File: config.mk
export PLATFORM = sky130hd
export DESIGN_NAME = act_bin_buffer
export DESIGN_NICKNAME = d
export VERILOG_FILES = /design/src/rtl/act_bin_buffer.sv
export SDC_FILE = /design/constraint.sdc
export NUM_CORES = 1
export LEC_CHECK = 0
export CORE_ASPECT_RATIO = 1.2
export CORE_MARGIN = 1
export CORE_UTILIZATION = 57
export CTS_BUF_LIST = sky130_fd_sc_hd__clkbuf_8 sky130_fd_sc_hd__clkbuf_16
export DETAILED_ROUTE_END_ITERATION = 10
export HOLD_SLACK_MARGIN = 0.03
export PLACE_DENSITY_LB_ADDON = 0.1
export SLEW_MARGIN = 25
export SYNTH_ARGS = -nofsm -noshare
export SYNTH_HDL_FRONTEND = slang
export SYNTH_SLANG_ARGS = --single-unit
File: constraint.sdc
create_clock -name clk -period 3 [get_ports clk]
set_input_delay 0.3 -clock clk [delete_from_list [all_inputs] [get_ports clk]]
set_output_delay 0.3 -clock clk [all_outputs]
set_load 0.01 [all_outputs]
File: src/rtl/act_bin_buffer.sv
// act_bin_buffer: binarized activation frame buffer.
//
// Captures one pooled pixel per cycle from each of the 6 conv/pool channels and
// binarizes it (bit = din > THRESH, signed). It stores one complete frame per
// channel and replays the frame once, on request, as signed +1/-1 words paced by
// din_ready.
//
// Ports:
//   clk, rstn            clock (rising edge), asynchronous active-low reset
//   state                layer select (0: N_L0 pixels, 1: N_L1), sampled on leaving IDLE
//   ivalid[5:0]          per-channel valid; only all-ones is a write
//   din_0..din_5         signed pooled pixels
//   rd_start             replay request, honoured only while full
//   din_ready            consumer ready; one word is issued per ready cycle in DRAIN
//   dout_0..dout_5       replayed activation words (+1 / -1), 0 after reset
//   ovalid               dout_* valid this cycle
//   full, busy, err      status: frame held / FILL or DRAIN / sticky error
module act_bin_buffer #(
  parameter int unsigned DW     = 32,
  parameter int unsigned DEPTH  = 144,
  parameter int unsigned N_L0   = 144,
  parameter int unsigned N_L1   = 16,
  parameter int          THRESH = 0
) (
  input  logic                 clk,
  input  logic                 rstn,
  input  logic                 state,
  input  logic [5:0]           ivalid,
  input  logic signed [DW-1:0] din_0,
  input  logic signed [DW-1:0] din_1,
  input  logic signed [DW-1:0] din_2,
  input  logic signed [DW-1:0] din_3,
  input  logic signed [DW-1:0] din_4,
  input  logic signed [DW-1:0] din_5,
  input  logic                 rd_start,
  input  logic                 din_ready,
  output logic signed [DW-1:0] dout_0,
  output logic signed [DW-1:0] dout_1,
  output logic signed [DW-1:0] dout_2,
  output logic signed [DW-1:0] dout_3,
  output logic signed [DW-1:0] dout_4,
  output logic signed [DW-1:0] dout_5,
  output logic                 ovalid,
  output logic                 full,
  output logic                 busy,
  output logic                 err
);

  localparam int unsigned CW = (DEPTH > 1) ? $clog2(DEPTH) : 1;
  localparam logic [CW-1:0] L0Last = CW'(N_L0 - 1);
  localparam logic [CW-1:0] L1Last = CW'(N_L1 - 1);
  localparam logic signed [DW-1:0] ThreshW = DW'(THRESH);

  typedef enum logic [1:0] {StIdle, StFill, StFull, StDrain} fsm_e;

  fsm_e          st_q, st_d;
  logic [CW-1:0] wr_cnt_q, wr_cnt_d;
  logic [CW-1:0] rd_cnt_q, rd_cnt_d;
  logic          nsel_q, nsel_d;
  logic          err_q, err_d;
  logic          ovalid_q;
  logic          out_live_q;
  logic [5:0]    out_bits_q;

  logic          wr_en;
  logic          issue;
  logic          all_v;
  logic          part_v;
  logic [CW-1:0] n_last;
  logic [CW-1:0] first_last;
  logic [5:0]    din_bits;

  logic signed [DW-1:0] din_arr [6];
  logic [5:0]           mem_q [DEPTH];

  assign din_arr[0] = din_0;
  assign din_arr[1] = din_1;
  assign din_arr[2] = din_2;
  assign din_arr[3] = din_3;
  assign din_arr[4] = din_4;
  assign din_arr[5] = din_5;

  always_comb begin
    din_bits = '0;
    for (int k = 0; k < 6; k++) begin
      din_bits[k] = din_arr[k] > ThreshW;
    end
  end

  assign all_v      = &ivalid;
  assign part_v     = (|ivalid) & ~all_v;
  assign n_last     = nsel_q ? L1Last : L0Last;
  // In IDLE the frame size comes straight from the state input being latched.
  assign first_last = state ? L1Last : L0Last;

  always_comb begin
    st_d     = st_q;
    wr_cnt_d = wr_cnt_q;
    rd_cnt_d = rd_cnt_q;
    nsel_d   = nsel_q;
    err_d    = err_q | part_v;
    wr_en    = 1'b0;
    issue    = 1'b0;
    unique case (st_q)
      StIdle: begin
        if (all_v) begin
          wr_en  = 1'b1;
          nsel_d = state;
          if (first_last == '0) begin
            wr_cnt_d = '0;
            st_d     = StFull;
          end else begin
            wr_cnt_d = CW'(1);
            st_d     = StFill;
          end
        end
      end
      StFill: begin
        if (all_v) begin
          wr_en = 1'b1;
          if (wr_cnt_q == n_last) begin
            wr_cnt_d = '0;
            st_d     = StFull;
          end else begin
            wr_cnt_d = wr_cnt_q + CW'(1);
          end
        end
      end
      StFull: begin
        if (all_v) err_d = 1'b1;
        if (rd_start) begin
          rd_cnt_d = '0;
          st_d     = StDrain;
        end
      end
      StDrain: begin
        if (all_v) err_d = 1'b1;
        if (din_ready) begin
          issue = 1'b1;
          if (rd_cnt_q == n_last) begin
            rd_cnt_d = '0;
            st_d     = StIdle;
          end else begin
            rd_cnt_d = rd_cnt_q + CW'(1);
          end
        end
      end
      default: st_d = StIdle;
    endcase
  end

  always_ff @(posedge clk or negedge rstn) begin
    if (!rstn) begin
      st_q       <= StIdle;
      wr_cnt_q   <= '0;
      rd_cnt_q   <= '0;
      nsel_q     <= 1'b0;
      err_q      <= 1'b0;
      ovalid_q   <= 1'b0;
      out_live_q <= 1'b0;
      out_bits_q <= '0;
    end else begin
      st_q     <= st_d;
      wr_cnt_q <= wr_cnt_d;
      rd_cnt_q <= rd_cnt_d;
      nsel_q   <= nsel_d;
      err_q    <= err_d;
      ovalid_q <= issue;
      if (issue) begin
        out_live_q <= 1'b1;
        out_bits_q <= mem_q[rd_cnt_q];
      end
    end
  end

  // Storage is not reset; its contents only matter after a complete fill.
  always_ff @(posedge clk) begin
    if (wr_en) begin
      mem_q[wr_cnt_q] <= din_bits;
    end
  end

  // Output words are 0 until the first replayed word, then +1 / -1.
  function automatic logic signed [DW-1:0] to_word(input logic live, input logic b);
    if (!live) return '0;
    return b ? {{(DW-1){1'b0}}, 1'b1} : {DW{1'b1}};
  endfunction

  assign dout_0 = to_word(out_live_q, out_bits_q[0]);
  assign dout_1 = to_word(out_live_q, out_bits_q[1]);
  assign dout_2 = to_word(out_live_q, out_bits_q[2]);
  assign dout_3 = to_word(out_live_q, out_bits_q[3]);
  assign dout_4 = to_word(out_live_q, out_bits_q[4]);
  assign dout_5 = to_word(out_live_q, out_bits_q[5]);

  assign ovalid = ovalid_q;
  assign full   = (st_q == StFull);
  assign busy   = (st_q == StFill) || (st_q == StDrain);
  assign err    = err_q;

endmodule

==> impl_metrics.env <==
export IMPL_status="complete, no violations"
export IMPL_io_pins=399
export IMPL_yosysTopAreaCell="edfxtp_1"
export IMPL_min_delay_path_class="primary input to async pin"
export IMPL_finalMaxSlewViolations=0
export IMPL_ys_types=59
export IMPL_die_area_um2=66480
export IMPL_period_needed_ns=2.905
export IMPL_nets=2735
export IMPL_ant_nets=0
export IMPL_yosys_register_bits=892
export IMPL_synthTopCellsByArea="edfxtp_1, mux4_2, buf_4"
export IMPL_num_vias=20710
export IMPL_required_ns=3.56
export IMPL_synth_flop_cell="edfxtp_1"
export IMPL_io_buffers=398
export IMPL_hold_viol=0
export IMPL_via_per_inst=6.057
export IMPL_synth_top_family_by_area="multiplexers"
export IMPL_dp_cells=3267
export IMPL_core_area_um2=64580
export IMPL_multiInputGateArea_um2=8690
export IMPL_ys_seq_area_share_pct=71.42
export IMPL_syn_num_nets=2270
export IMPL_fmax_mhz=344.3
export IMPL_cts_root_buf="clkbuf_16"
export IMPL_cts_sinks=892
export IMPL_power_leakage_nw=15.47
export IMPL_fp_dieH_um=282.2
export IMPL_seq_area_um2=26660
export IMPL_nFillCells=4038
export IMPL_muxShareOfSynthArea_pct=15.05
export IMPL_routed_wirelength_mm=92.80
export IMPL_synthXorXnorAreaFrac_pct=0.1409
export IMPL_grt_pass1_vias=20960
export IMPL_cts_htree_levels=3
export IMPL_antenna_found_initial=1
export IMPL_hold_buffers=0
export IMPL_gp_congestion=0.8904
export IMPL_cp_slowest_cell="or4_1"
export IMPL_yosys_area_share_simple_pct=5.178
export IMPL_rsz0062_at_grt="no"
export IMPL_reg2regPathDepth=7
export IMPL_finalCoreUtilization_pct=70.24
export IMPL_ir_drop_uv=469.1
export IMPL_p_per_area_nw_per_um2=542.7
export IMPL_synth_edf_count=864
export IMPL_skew_ns=0.01970
export IMPL_yosys_area_top_type_share_pct=69.55
export IMPL_synth_avg_cell_area_um2=18.14
export IMPL_cts_inserted_buffers=82
export IMPL_p_total_mw=24.62
export IMPL_rr_endpoint="out_bits_q[1]"
export IMPL_grt_ovfl_total=0
export IMPL_dp_slack_ns=-0.01423
export IMPL_synth_compound_area_share_pct=2.425
export IMPL_maxCapViolations=0
export IMPL_place_hpwl_mm=61.44
export IMPL_grt_max_degree=145
export IMPL_cp_arrival_ns=3.46
export IMPL_fp_row_count=102
export IMPL_cts_max_path_buffers=3
export IMPL_grt_usage_pct=28.15
export IMPL_end_kind="register"
export IMPL_finalSetupViolations=0
export IMPL_tns_ns=0
export IMPL_clkLatencyLatePin_ns=0.63
export IMPL_synthArstFlopShare_pct=3.139
export IMPL_top_layer_used="met4"
export IMPL_yosysWarnings=0
export IMPL_start_kind="register"
export IMPL_route_met2_wl_mm=48.59
export IMPL_drive_gt1_share_pct=22.70
export IMPL_crit_fanout=12
export IMPL_r2r_slack_ns=0.1
export IMPL_instances_no_fill=3419
export IMPL_synthAdderAreaFrac_pct=0.3354
export IMPL_setup_slack_ns=0.09534
export IMPL_finalCritPeriodShare_pct=96.82
export IMPL_drc=0
export IMPL_grt_first_pass_wirelength_mm=135.3
export IMPL_first_pass_iters=5
export IMPL_met3WireLength_mm=6.181
export IMPL_slowest_delay_ns=0.69
export IMPL_die_x_um=235.5
export IMPL_syn_instance_count=2057
export IMPL_crit_type="register to register"
export IMPL_area_growth_synth_to_final_pct=21.59
export IMPL_cts_clk_slew_worst_paths_ns=0.06
export IMPL_drt_met1_wl_mm=34.03
export IMPL_drtIter0Drc=1922
export IMPL_cts_tree="built"
export IMPL_worstPathCellList="buf_4, nor2b_1, nand2_1, or4_1, o2111ai_1, o31ai_1, o21ai_1"
export IMPL_wl_per_cell_um=27.14
export IMPL_rr_startpoint="rd_cnt_q[5]"
export IMPL_netlist_area_um2=37310
export IMPL_slew_headroom_pct=37.41
export IMPL_start_util_pct=57.77
export IMPL_worst_slew_pin_slew_ns=0.9367
==> cells by family (layout without fill, tap and decap cells) <==
| group | after synthesis | after routing |
|---|---|---|
| flip-flops | 892 | 892 |
| adder cells (fa/ha/maj) | 10 | 10 |
| multiplexers | 307 | 307 |
| AO/OA/AOI/OAI | 133 | 133 |
| AND/OR/NAND/NOR | 416 | 416 |
| buffers and inverters | 293 | 822 |
| XOR/XNOR | 6 | 6 |
| other | 0 | 1 |
==> placed cells by master (no fill, tap or decap), types with 23 or more instances in the layout <==
cell,count
edfxtp_1,864
clkdlybuf4s50_1,398
buf_4,232
nor2_1,181
mux4_2,180
mux2i_1,101
clkbuf_16,86
nand2_1,66
nor4_1,48
o22ai_1,44
buf_12,30
nor3_1,28
inv_1,25
dfrtp_1,25
clkinv_1,23
==> routing by layer <==
layer | vias to the layer above | global-route usage, %
li1 | 8967 | -
met1 | 10590 | 34.46
met2 | 963 | 50.04
met3 | 193 | 3.855
met4 | 0 | 12.94
met5 | - | 0
==> critical path, delay by kind of cell, from the launching register on <==
kind / cells / cell delay [ns]
simple gates: 3 / 1.71
flops: 1 / 0.47
compound gates: 3 / 0.42
buf+inv: 1 / 0.24
==> what timing repair did <==
action	CTS	global route
setup buffers	0	2
gates resized for setup	0	2
setup endpoints to repair	0	7
==> worst max path at each step <==
| stage | slack [ns] | end | start | cells past startpoint |
|---|---|---|---|---|
| floorplan | 0.53 | mem_q[119][0] | st_q[1] | 8 |
| global route | 0.02 | dout_4[24] | out_live_q | 3 |
| global placement | 0.06 | mem_q[25][2] | ivalid[0] | 9 |
| finish | 0.1 | out_bits_q[1] | rd_cnt_q[5] | 7 |
| CTS | 0.03 | out_bits_q[3] | rd_cnt_q[0] | 8 |
| detailed placement | -0.01 | mem_q[133][4] | ivalid[2] | 7 |
==> synthesized netlist by cell type, types with 10 or more instances <==
master	instances
buf_2	28
o22ai_1	44
edfxtp_1	864
nor2b_1	21
buf_4	203
nor3_1	28
a21oi_1	12
clkbuf_1	29
nor2_1	188
mux2i_1	101
nor4_1	48
o21ai_0	21
dfrtp_1	28
mux4_2	180
nand2_1	66
buf_6	12
nand3_1	16
ha_1	10
nand4_1	17
mux4_1	17
==> report_power, final <==
group	total, mW	switching (mW)	internal, mW
combinational	1.09	0.566	0.523
sequential	13.7	0.0357	13.7
clock	9.82	4.35	5.47
total	24.6	4.96	19.7
==> layout make-up <==
| type | instances | share of cell area, % |
|---|---|---|
| Sequential cell | 892 | 58.77 |
| Multi-Input combinational cell | 872 | 19.16 |
| Timing Repair Buffer | 663 | 14.12 |
| Clock buffer | 85 | 4.689 |
| Tap cell | 832 | 2.295 |
| Clock inverter | 63 | 0.8689 |
| Inverter | 11 | 0.09103 |
| Antenna cell | 1 | 0.005517 |
==> state kept, by name (all words and copies together), names as in the netlist <==
| signal | cells |
|---|---|
| st_q | 2 |
| err | 1 |
| out_bits_q | 6 |
| nsel_q | 1 |
| out_live_q | 1 |
| ovalid | 1 |
| rd_cnt_q | 8 |
| mem_q | 864 |
| wr_cnt_q | 8 |
==> per-stage QoR <==
step / instance area [µm²] / hold WS [ns]
floorplan: 37350 / 0.004409
global placement: 42740 / 0.4638
detailed placement: 42770 / 0.4643
CTS: 45290 / 0.1059
global route: 45360 / 0.1465
finish: 45360 / 0.1295
Note: power is estimated with default switching activity, not from simulation.
